<file path="src/rtl/frequency_scan_controller.sv">
// Scan-line sequencer: turns a binarized pixel stream into run lengths, runs the pattern
// recognizer on them and returns its jump index. Optional merge filter: FREQ_SCAN_MIN_RUN_FILTER_EN.
module frequency_scan_controller #(
    parameter int DATA_WIDTH       = 8,
    parameter int SAMPLES_QUANTITY = 25,
    parameter int TIMEOUT_CYCLES   = 1024,
    parameter int MIN_RUN_LENGTH   = 2
) (
    input  logic                                   clk,
    input  logic                                   reset,
    input  logic                                   line_start,
    input  logic                                   pixel_valid,
    input  logic                                   pixel_value,
    input  logic                                   pixel_last,
    output logic                                   pixel_ready,
    output logic [DATA_WIDTH*SAMPLES_QUANTITY-1:0] samples,
    output logic                                   recognizer_reset,
    input  logic                                   recognizer_completed,
    input  logic [DATA_WIDTH-1:0]                  recognizer_index,
    output logic                                   result_valid,
    input  logic                                   result_ready,
    output logic [DATA_WIDTH-1:0]                  result_index,
    output logic                                   result_overflow,
    output logic                                   result_timeout,
    output logic                                   busy
);
    localparam int IDX_W = $clog2(SAMPLES_QUANTITY + 1);
    localparam int CNT_W = ($clog2(TIMEOUT_CYCLES) > 0) ? $clog2(TIMEOUT_CYCLES) : 1;
    localparam logic [DATA_WIDTH-1:0] RUN_MAX  = '1;
    localparam logic [DATA_WIDTH-1:0] MIN_RUN  = DATA_WIDTH'(MIN_RUN_LENGTH);
    localparam logic [IDX_W-1:0]      SLOT_END = IDX_W'(SAMPLES_QUANTITY);
    localparam logic [CNT_W-1:0]      CNT_LAST = CNT_W'(TIMEOUT_CYCLES - 1);

`ifdef FREQ_SCAN_MIN_RUN_FILTER_EN
    localparam bit FILTER_EN = 1'b1;
`else
    localparam bit FILTER_EN = 1'b0;
`endif

    typedef enum logic [2:0] {
        S_IDLE,
        S_COLLECT,
        S_FLUSH,
        S_RECOGNIZE,
        S_DONE
    } state_t;

    state_t                state_reg, state_next;
    logic [IDX_W-1:0]      slot_index_reg, slot_index_next;
    logic [DATA_WIDTH-1:0] run_length_reg, run_length_next;
    logic                  colour_reg, colour_next;
    logic                  overflow_reg, overflow_next;
    logic                  timeout_reg, timeout_next;
    logic [DATA_WIDTH-1:0] index_reg, index_next;
    logic [CNT_W-1:0]      count_reg, count_next;

    logic                  accept;
    logic                  close_run;
    logic                  merge_run;
    logic                  store_run;
    logic                  drop_run;
    logic                  clear_slots;
    logic                  slot_we;
    logic [IDX_W-1:0]      slot_addr;
    logic [IDX_W-1:0]      last_addr;
    logic [DATA_WIDTH-1:0] slot_data;
    logic [DATA_WIDTH-1:0] last_slot;
    logic [DATA_WIDTH:0]   merge_sum;

    // ---------------- state register and control decode ----------------
    always_ff @(posedge clk or negedge reset) begin
        if (!reset) begin
            state_reg <= S_IDLE;
        end else begin
            state_reg <= state_next;
        end
    end

    always_comb begin
        state_next       = state_reg;
        pixel_ready      = 1'b0;
        recognizer_reset = 1'b1;
        result_valid     = 1'b0;
        busy             = 1'b1;
        case (state_reg)
            S_IDLE: begin
                busy = 1'b0;
                if (line_start) begin
                    state_next = S_COLLECT;
                end
            end
            S_COLLECT: begin
                pixel_ready = 1'b1;
                if (accept && pixel_last) begin
                    state_next = S_FLUSH;
                end
            end
            S_FLUSH: begin
                state_next = S_RECOGNIZE;
            end
            S_RECOGNIZE: begin
                recognizer_reset = 1'b0;
                if (recognizer_completed || (count_reg == CNT_LAST)) begin
                    state_next = S_DONE;
                end
            end
            S_DONE: begin
                result_valid = 1'b1;
                if (result_ready) begin
                    state_next = S_IDLE;
                end
            end
            default: begin
                state_next = S_IDLE;
            end
        endcase
    end

    // ---------------- run closing and slot write selection ----------------
    assign accept    = pixel_valid && (state_reg == S_COLLECT);
    // A run closes on a colour change, or unconditionally in FLUSH (the line's final run).
    assign close_run = (state_reg == S_FLUSH) ||
                       (accept && (run_length_reg != '0) && (pixel_value != colour_reg));
    assign merge_run = FILTER_EN && close_run && (run_length_reg < MIN_RUN) &&
                       (slot_index_reg != '0);
    assign store_run = close_run && !merge_run && (slot_index_reg < SLOT_END);
    assign drop_run  = close_run && !merge_run && (slot_index_reg == SLOT_END);
    assign last_addr = slot_index_reg - IDX_W'(1);

    always_comb begin
        last_slot = '0;
        for (int i = 0; i < SAMPLES_QUANTITY; i++) begin
            if (last_addr == IDX_W'(i)) begin
                last_slot = samples[i*DATA_WIDTH +: DATA_WIDTH];
            end
        end
    end

    assign merge_sum = {1'b0, last_slot} + {1'b0, run_length_reg};
    assign slot_we   = store_run || merge_run;
    assign slot_addr = merge_run ? last_addr : slot_index_reg;
    assign slot_data = !merge_run ? run_length_reg :
                       (merge_sum[DATA_WIDTH] ? RUN_MAX : merge_sum[DATA_WIDTH-1:0]);

    // ---------------- datapath next-state ----------------
    always_comb begin
        slot_index_next = slot_index_reg;
        run_length_next = run_length_reg;
        colour_next     = colour_reg;
        overflow_next   = overflow_reg;
        timeout_next    = timeout_reg;
        index_next      = index_reg;
        count_next      = count_reg;
        clear_slots     = 1'b0;
        case (state_reg)
            S_IDLE: begin
                if (line_start) begin
                    clear_slots     = 1'b1;
                    slot_index_next = '0;
                    run_length_next = '0;
                    colour_next     = 1'b0;
                    overflow_next   = 1'b0;
                    timeout_next    = 1'b0;
                    index_next      = '0;
                end
            end
            S_COLLECT: begin
                if (accept) begin
                    if ((run_length_reg == '0) || (pixel_value != colour_reg)) begin
                        run_length_next = DATA_WIDTH'(1);
                        colour_next     = pixel_value;
                    end else if (run_length_reg != RUN_MAX) begin
                        run_length_next = run_length_reg + DATA_WIDTH'(1);
                    end
                end
            end
            S_FLUSH: begin
                count_next = '0;
            end
            S_RECOGNIZE: begin
                if (recognizer_completed) begin
                    index_next = recognizer_index;
                end else if (count_reg == CNT_LAST) begin
                    index_next   = '1;
                    timeout_next = 1'b1;
                end else begin
                    count_next = count_reg + CNT_W'(1);
                end
            end
            default: begin
            end
        endcase
        if (store_run) begin
            slot_index_next = slot_index_reg + IDX_W'(1);
        end
        if (drop_run) begin
            overflow_next = 1'b1;
        end
    end

    always_ff @(posedge clk or negedge reset) begin
        if (!reset) begin
            slot_index_reg <= '0;
            run_length_reg <= '0;
            colour_reg     <= 1'b0;
            overflow_reg   <= 1'b0;
            timeout_reg    <= 1'b0;
            index_reg      <= '0;
            count_reg      <= '0;
        end else begin
            slot_index_reg <= slot_index_next;
            run_length_reg <= run_length_next;
            colour_reg     <= colour_next;
            overflow_reg   <= overflow_next;
            timeout_reg    <= timeout_next;
            index_reg      <= index_next;
            count_reg      <= count_next;
        end
    end

    // ---------------- sample slots, presented in parallel ----------------
    generate
        for (genvar gi = 0; gi < SAMPLES_QUANTITY; gi++) begin : g_slot
            logic [DATA_WIDTH-1:0] slot_reg;
            always_ff @(posedge clk or negedge reset) begin
                if (!reset) begin
                    slot_reg <= '0;
                end else if (clear_slots) begin
                    slot_reg <= '0;
                end else if (slot_we && (slot_addr == IDX_W'(gi))) begin
                    slot_reg <= slot_data;
                end
            end
            assign samples[gi*DATA_WIDTH +: DATA_WIDTH] = slot_reg;
        end
    endgenerate

    assign result_index    = index_reg;
    assign result_overflow = overflow_reg;
    assign result_timeout  = timeout_reg;

endmodule

</file>
<file path="config.mk">
export PLATFORM = sky130hd
export DESIGN_NAME = frequency_scan_controller
export DESIGN_NICKNAME = d
export VERILOG_FILES = /design/src/rtl/frequency_scan_controller.sv
export SDC_FILE = /design/constraint.sdc
export NUM_CORES = 1
export LEC_CHECK = 0
export BUFFER_PORTS_ARGS = -buffer_cell sky130_fd_sc_hd__buf_2
export CAP_MARGIN = 15
export CORE_ASPECT_RATIO = 0.9
export CORE_UTILIZATION = 49
export CTS_BUF_LIST = sky130_fd_sc_hd__clkbuf_4 sky130_fd_sc_hd__clkbuf_8 sky130_fd_sc_hd__clkbuf_16
export CTS_CLUSTER_DIAMETER = 30
export DETAILED_ROUTE_END_ITERATION = 12
export PLACE_DENSITY = 0.83
export SYNTH_ARGS = -nofsm -noshare
export SYNTH_HDL_FRONTEND = slang
export SYNTH_SLANG_ARGS = --single-unit
</file>
<file path="constraint.sdc">
create_clock -name clk -period 2.92 [get_ports clk]
set_clock_uncertainty 0.15 [all_clocks]
set_input_delay 0.584 -clock clk [delete_from_list [all_inputs] [get_ports clk]]
set_output_delay 0.584 -clock clk [all_outputs]
set_load 0.03 [all_outputs]
</file>
After elaboration in Yosys (flattened, before gate mapping)
Cells that the tools add are included.
{"block": "op_classes", "reduce_logical": 78, "muxes": 84, "add_sub_neg": 3, "eq_ne": 43, "magnitude_cmp": 1}
{"operator": "8-bit two-way mux", "n": 56}
{"operator": "2-bit nonzero test", "n": 32}
{"operator": "5-bit == test, second input constant", "n": 10}
{"operator": "5-bit by 4-bit == test with 1-bit output, second input constant", "n": 8}
{"operator": "8-bit one-hot mux with 2 select lines", "n": 2}
{"operator": "1-bit logical AND", "n": 31}
{"operator": "5-bit by 3-bit == test with 1-bit output, second input constant", "n": 4}
{"operator": "10-bit two-way mux", "n": 2}
{"operator": "10-bit one-hot mux with 2 select lines", "n": 1}
{"operator": "2-bit != test, second input constant", "n": 8}
{"operator": "4-bit AND reduction", "n": 4}
{"operator": "5-bit two-way mux", "n": 3}
{"operator": "3-bit one-hot mux with 5 select lines", "n": 1}
{"operator": "1-bit two-way mux", "n": 13}
{"operator": "3-bit two-way mux", "n": 4}
{"operator": "10-bit by 1-bit adder with 10-bit output, second input constant", "n": 1}
{"operator": "10-bit == test, second input constant", "n": 1}
{"operator": "5-bit by 2-bit == test with 1-bit output, second input constant", "n": 2}
{"operator": "8-bit by 1-bit adder with 8-bit output, second input constant", "n": 1}
{"operator": "8-bit zero test", "n": 1}
{"operator": "8-bit != test, second input constant", "n": 1}
{"operator": "8-bit nonzero test", "n": 1}
{"operator": "3-bit by 2-bit == test with 1-bit output, second input constant", "n": 2}
{"operator": "3-bit AND reduction", "n": 2}
{"operator": "14 further kinds", "n": 18}
{"block": "word_totals", "input_bits": 16, "out_inout_bits": 214, "wordCells": 242, "regBits": 237}

Logic depth before layout (Yosys ltp)
Gate-level depths: netlist of the first run.
{"block": "depth", "word_depth": 9, "mapped_depth": 9, "depth_no_buf": 6}

Worst setup path before layout of the first run
OpenSTA, ideal clock, no wires.
{"block": "synth_timing", "path_type": "reg2reg", "start": "reg run_length_reg[0]", "end": "reg slot_index_reg[1] (netlist: slot_addr[1])", "path_buffers": 2, "period_less_slack_ns": 2.791, "setup_slack_ns": 0.129, "arrival_time_ns": 2.516, "setup_ns": 0.125, "path_stages_with_launch": 9, "required_time_ns": 2.645, "cell_sequence": "dfrtp_1 clkinv_1 clkbuf_1 ha_1 or3b_2 o2111a_1 buf_6 o21ai_1 mux2_2"}
{"block": "synth_via", "elab_chain_cells": 7, "word_cells_on_any_way": 9, "classes_between": "mux (1); reduce/logical (8)"}
{"item": "start, declared", "line": "50", "text": "logic [DATA_WIDTH-1:0] run_length_reg, run_length_next;"}
{"item": "start signal, assigned", "line": "212", "text": "run_length_reg <= run_length_next;"}
{"item": "8-bit nonzero test *", "line": "123", "text": "(accept && (run_length_reg != '0) && (pixel_value != colour_reg));"}
{"item": "1-bit logical AND * (2 in series)", "line": "123"}
{"item": "1-bit logical OR *", "line": "122", "text": "assign close_run = (state_reg == S_FLUSH) ||"}
{"item": "1-bit logical AND *", "line": "126", "text": "assign store_run = close_run && !merge_run && (slot_index_reg < SLOT_END);"}
{"item": "2-bit nonzero test (no line)"}
{"item": "2-bit AND reduction (no line)"}
{"item": "end signal, assigned", "line": "211", "text": "slot_index_reg <= slot_index_next;"}
{"item": "end, declared", "line": "49", "text": "logic [IDX_W-1:0] slot_index_reg, slot_index_next;"}
Every way passes the cells marked *; elsewhere a longest branch is shown, timed or not.
A chain may end at the register's enable or synchronous reset.

Worst setup path in the final report of the first run
{"block": "layout_timing", "start": "reg state_reg[2]", "end": "out pixel_ready"}
{"block": "layout_via", "elab_chain_cells": 2}
{"item": "start, declared", "line": "48", "text": "state_t state_reg, state_next;"}
{"item": "start signal, assigned", "line": "75", "text": "state_reg <= state_next;"}
{"item": "3-bit by 1-bit == test with 1-bit output", "line": "85", "text": "case (state_reg)"}
{"item": "1-bit two-way mux", "line": "85"}
{"item": "end, declared", "line": "15", "text": "output logic pixel_ready,"}
No other way between the ends.

==> results of run 1 <==
==> worst max-delay path: cells and delay by family (launching register included) <==
kind | cells | cell delay, ns
DFF | 1 | 0.48
and+or+nand+nor | 1 | 0.55
buffers and inverters | 2 | 0.38
==> cells in the mapped netlist, types with 5 or more instances <==
library cell	number	area, um2
sky130_fd_sc_hd__nor2_1	37	139
sky130_fd_sc_hd__o21ai_4	19	309
sky130_fd_sc_hd__mux2i_1	211	2110
sky130_fd_sc_hd__a21oi_1	11	55.1
sky130_fd_sc_hd__nand4_1	7	43.8
sky130_fd_sc_hd__dfrtp_1	237	5930
sky130_fd_sc_hd__nand3_1	8	40.0
sky130_fd_sc_hd__nor2b_1	10	62.6
sky130_fd_sc_hd__o21ai_0	6	30.0
sky130_fd_sc_hd__a31oi_1	5	31.3
sky130_fd_sc_hd__nor3_1	5	25.0
sky130_fd_sc_hd__clkbuf_1	45	169
sky130_fd_sc_hd__nand2_1	242	908
sky130_fd_sc_hd__nand2b_1	9	56.3
sky130_fd_sc_hd__inv_1	14	52.6
sky130_fd_sc_hd__ha_1	8	100
==> worst paths after layout <==
path / depth (start not counted) / slack, ns / end / startpoint
setup / recovery: 3 / 0.27 / pixel_ready / state_reg[2]
hold / removal: 2 / 0.14 / state_reg[2] / result_ready
setup reg to reg: 7 / 0.27 / g_slot[21].slot_reg[3] / run_length_reg[0]
hold reg to reg: 1 / 0.34 / count_reg[8] / count_reg[8]
max in group asynchronous: 3 / 1.35 / g_slot[12].slot_reg[4] / reset
min in group asynchronous: 2 / 0.55 / g_slot[14].slot_reg[1] / reset
==> repair_timing <==
action                                 in CTS  in global routing
setup endpoints to repair                   0                  0
resized for setup                           0                  0
endpoints found under the hold margin      55                  0
hold buffers                                1                  0
==> cell type report <==
cell class              instances  area share (%)
well taps                     291            2.62
clock buffers                  54            8.80
clock inverters                25            2.58
flip-flops and latches        237            42.6
multi-input cells             645            32.4
repair buffers                259            10.6
inverters                      17           0.458
==> logic make-up (layout without fill, tap and decap cells) <==
kind of cell	after synthesis	count (layout)	synth area share, %
flops	237	237	55.2
fa+ha+maj	8	8	0.931
buf+inv	73	355	3.01
xor+xnor	3	3	0.244
simple gates	340	340	13.5
compound gates	80	80	7.23
mux	214	214	20.0
==> report_power, final <==
group | total (W) | leakage (nW) | switching [W] | internal [W]
Sequential | 0.00369 | 3.27 | 0.000199 | 0.00350
Clock | 0.00535 | 0.779 | 0.00167 | 0.00368
Combinational | 0.00234 | 3.98 | 0.00168 | 0.000652
Total | 0.0114 | 8.03 | 0.00355 | 0.00783
==> layer usage <==
| layer | vias up | GRT usage, % | routed length (um) |
|---|---|---|---|
| met5 | - | 0 | 0 |
| met4 | 0 | 7.74 | 603 |
| met3 | 55 | 7.31 | 2400 |
| met2 | 304 | 40.8 | 13600 |
| met1 | 4195 | 36.5 | 13000 |
| li1 | 3761 | - | - |
==> metrics by stage <==
| stage | util [%] | hold WS, ns |
|---|---|---|
| after floorplan | - | 0.138 |
| after detailed placement | 57.1 | 0.315 |
| after CTS | 64.5 | 0.133 |
| final | 64.5 | 0.144 |
| after global placement | 57.1 | 0.316 |
| after global routing | 64.5 | 0.146 |
==> reports/metrics.cfg, run 1 <==
[grt]
grt_pass1_vias = 8181
antenna_found_initial = 0
grt_max_degree = 92
grt-ovfl-total = 0
grt_pass1_wl_um = 45700
grtUsageTotal_pct = 26.5

[layout]
layout_common_cells = sky130_fd_sc_hd__nand2_1 (241), sky130_fd_sc_hd__dfrtp_1 (237), sky130_fd_sc_hd__buf_2 (228), sky130_fd_sc_hd__mux2i_1 (211), sky130_fd_sc_hd__clkbuf_16 (45)
layout-area-overhead-vs-synth_pct = 29.5
post_route_cells_drive_above_1_share_pct = 30.5
nets_final = 1227
fillCellCount = 1701
register_area_um2 = 5930
n_antenna_cell = 0
total_area_of_multi_input_combinational_cells_um2 = 4500
layout_cells_excl_fill = 1528
largest_register_ff_count = 200
layout_commonest_cell = sky130_fd_sc_hd__nand2_1
post-route-cell-area_um2 = 13900

[critical_path]
worstSetupEndpointType = output pin
worst_path_max_delay_cell = sky130_fd_sc_hd__or3b_2
start_kind = flip-flop
cp_cell_sequence = or3b_2 -> inv_1 -> buf_2
worst-endpoint-arrival_ns = 1.92
worst_ep_required_time_ns = 2.19
timing_worst_setup_path_type = flip-flop to output pin
crit_path_max_incr_delay_ns = 0.55
maximum_net_fanout_on_the_critical_path = 10

[yosys]
seq_area_frac_synth_pct = 55.2
synth_async_sr_flop_share_pct = 100
netlist_instances = 955
synth-seq-cells = 237
syn-mean-instance-area_um2 = 11.3
synth_enable_flop_cells = 0
ys_types = 61
synth_top_flop_cell = sky130_fd_sc_hd__dfrtp_1
warnings_from_yosys = 0
syn-num-nets = 979
post_synth_instance_area_um2 = 10800

[sta]
timing.final.crit_share_pct = 90.9
postLayoutSetupSlackWorst_ns = 0.266
max_freq_ghz = 0.377
report.final.hold_viol_count = 0
setup-violations-final = 0
max_slew.worst_pin.slew_ns = 1.02
maxSlewViolCount = 0
setup_tns_ns = 0
worst_slew_margin_pct = 31.8
post-route-min-period_ns = 2.65
setup_repair_after_global_routing_missed_its_margin = no

[clock_tree]
clk_latency_ns = 0.51
cts.sinks = 237
postCtsSetupRepairBufs = 0
cts-root-to-sink-buffers = 3
cts_root_buffer = sky130_fd_sc_hd__clkbuf_16
tritoncts.num_buffers = 43
clock_tree.htree_level_count = 2
clkTransAtPathRegs_ns = 0.04
tritoncts = yes

[detailed_routing]
drt_wl_total_um = 29600
wire_per_inst_um = 19.4
drt_pass1_iterations = 5
detail_route.vias_per_cell = 5.44
drt_iter0_drc = 551
route.antenna.remaining_nets = 0
routed-via-count = 8315
remaining_drc_errors = 0

[worst_hold_path]
hp-class = input port to flip-flop

[pwr]
total_power_w = 0.0114
vdd_drop_max_mv = 0.431
pwr_density_cell_nw_per_um2 = 818
leakage_nw = 8.03

[placement]
gp_routability_congestion = 0.869
io_buffer_count = 229
place_inst = 1448
dpl_cell_area_um2 = 12300
dp_worst_setup_slack_ns = 0.303
detailed_place_hpwl_um = 19100

[floorplan]
die-width_um = 158
floorplan.die.height_um = 143
fp-row-count = 51
initial_core_util_pct = 49.8
die_area_um2 = 22500
io_pins = 230
placeableCoreArea_um2 = 21600

[outcome]
outcome = completed

[run]
cap_viol_max_count = 0

(Power assumes the default switching activity.)
==> inputs of run 2 (changes only) <==
CORE_UTILIZATION = 55   (was 49)
PLACE_DENSITY = 0.87   (was 0.83)
clock period = 3 ns   (was 2.92 ns; I/O delays follow)
==> reports/metrics.cfg, run 2 (synthesized netlist as in run 1, its figures left out) <==
[outcome]
outcome = completed

[detailed_routing]
drt_iter0_drc = 436
wire_per_inst_um = 20.3
drt_pass1_iterations = 5
routed-via-count = 8322
met2_wirelength_um = 14000
detail_route.vias_per_cell = 5.62
drt_wl_total_um = 30100
route.antenna.remaining_nets = 0
routed-wl-met3_um = 2500
highest_layer = met4
remaining_drc_errors = 0
m1WireLength_um = 13000

[placement]
dpl_cell_area_um2 = 12200
io_buffer_count = 229
place_inst = 1399
gp_routability_congestion = 0.913
detailed_place_hpwl_um = 19100

[pwr]
leakage_nw = 8.01
vdd_drop_max_mv = 0.599
pwr_density_cell_nw_per_um2 = 817

[clock_tree]
cts_root_buffer = sky130_fd_sc_hd__clkbuf_16
clock_tree.htree_level_count = 2
clk_latency_ns = 0.52
cts-root-to-sink-buffers = 3
clkTransAtPathRegs_ns = 0.05
tritoncts.num_buffers = 44
cts.sinks = 237
tritoncts = yes
post_cts_resized = 0

[layout]
finish.utilization_pct = 72.4
layout-area-overhead-vs-synth_pct = 29.0
n_antenna_cell = 0
layout_commonest_cell = sky130_fd_sc_hd__nand2_1
layout_common_cells = sky130_fd_sc_hd__nand2_1 (241), sky130_fd_sc_hd__dfrtp_1 (237), sky130_fd_sc_hd__buf_2 (228), sky130_fd_sc_hd__mux2i_1 (211), sky130_fd_sc_hd__clkbuf_16 (46)
largest_register_ff_count = 200
post-route-cell-area_um2 = 13900
layout_cells_excl_fill = 1481
post_route_cells_drive_above_1_share_pct = 30.1
nets_final = 1220

[floorplan]
floorplan.die.height_um = 135
die_area_um2 = 20100
die-width_um = 149
placeableCoreArea_um2 = 19200
initial_core_util_pct = 56.1
io_pins = 230
fp-row-count = 48

[sta]
setup-violations-final = 0
worst_slew_margin_pct = 31.0
setup_repair_after_global_routing_missed_its_margin = no
maxSlewViolCount = 0
max_freq_ghz = 0.369
max_slew.worst_pin.slew_ns = 1.03
timing.final.crit_share_pct = 90.4
post-route-min-period_ns = 2.71
report.final.hold_viol_count = 0
setup_tns_ns = 0

[run]
cap_viol_max_count = 0

[critical_path]
start_kind = flip-flop
maximum_net_fanout_on_the_critical_path = 10
worst_ep_required_time_ns = 2.25
timing_worst_setup_path_type = flip-flop to output pin
worstSetupEndpointType = output pin
worst-endpoint-arrival_ns = 1.96

[grt]
grtUsageTotal_pct = 30.5
grt-ovfl-total = 0
grt_pass1_wl_um = 46800
antenna_found_initial = 0
grt_max_degree = 81
grt_pass1_vias = 8470

[worst_hold_path]
hp-class = input port to flip-flop

run 2: layer usage:
| layer | global-route usage [%] | vias to the layer above |
|---|---|---|
| met1 | 41.7 | 4183 |
| li1 | - | 3738 |
| met3 | 7.70 | 44 |
| met5 | 0 | - |
| met2 | 47.6 | 357 |
| met4 | 9.98 | 0 |
run 2: what timing repair did:
action                                 4_1_cts  5_1_grt
endpoints found under the hold margin       55        0
buffers inserted                             0        0
hold buffers                                 1        0
run 2: worst paths after layout:
check                                        from                      to  slack [ns]  cells after the start
worst min-delay path                 result_ready            state_reg[2]        0.15                      2
max in group asynchronous                   reset  g_slot[24].slot_reg[3]        1.39                      3
worst max-delay path                 state_reg[2]             pixel_ready        0.29                      3
min in group asynchronous                   reset  g_slot[13].slot_reg[6]        0.44                      2
worst min register to register       count_reg[8]            count_reg[8]        0.32                      1
worst max register to register  run_length_reg[0]  g_slot[22].slot_reg[5]        0.30                      7
run 2: critical path, cell delays in order (launching register included):
cell and delay (ns):
sky130_fd_sc_hd__dfrtp_1 0.47, sky130_fd_sc_hd__or3b_2 0.57, sky130_fd_sc_hd__inv_1 0.18, sky130_fd_sc_hd__buf_2 0.23
run 2: layout make-up:
class                   count  area (um2)
well taps                 250         313
clock buffers              54        1260
multi-input cells         645        4500
fillers                  1324        5290
flip-flops and latches    237        5930
clock inverters            27         405
inverters                  17        63.8
repair buffers            251        1390
run 2: stage by stage:
stage / worst slack, ns / power, W / hold slack [ns]
after floorplan: 0.209 / 0.00516 / 0.154
after global placement: 0.432 / 0.00583 / 0.310
after detailed placement: 0.350 / 0.00587 / 0.320
after CTS: 0.271 / 0.0114 / 0.133
after global routing: 0.187 / 0.0117 / 0.161
final: 0.289 / 0.0113 / 0.151
run 2: where the power goes:
part           internal, W  total, W  switching, W  leakage, nW
clock              0.00377   0.00547       0.00170        0.805
combinational     0.000619   0.00225       0.00164         3.93
sequential         0.00340   0.00361      0.000204         3.27
total              0.00779    0.0113       0.00354         8.01
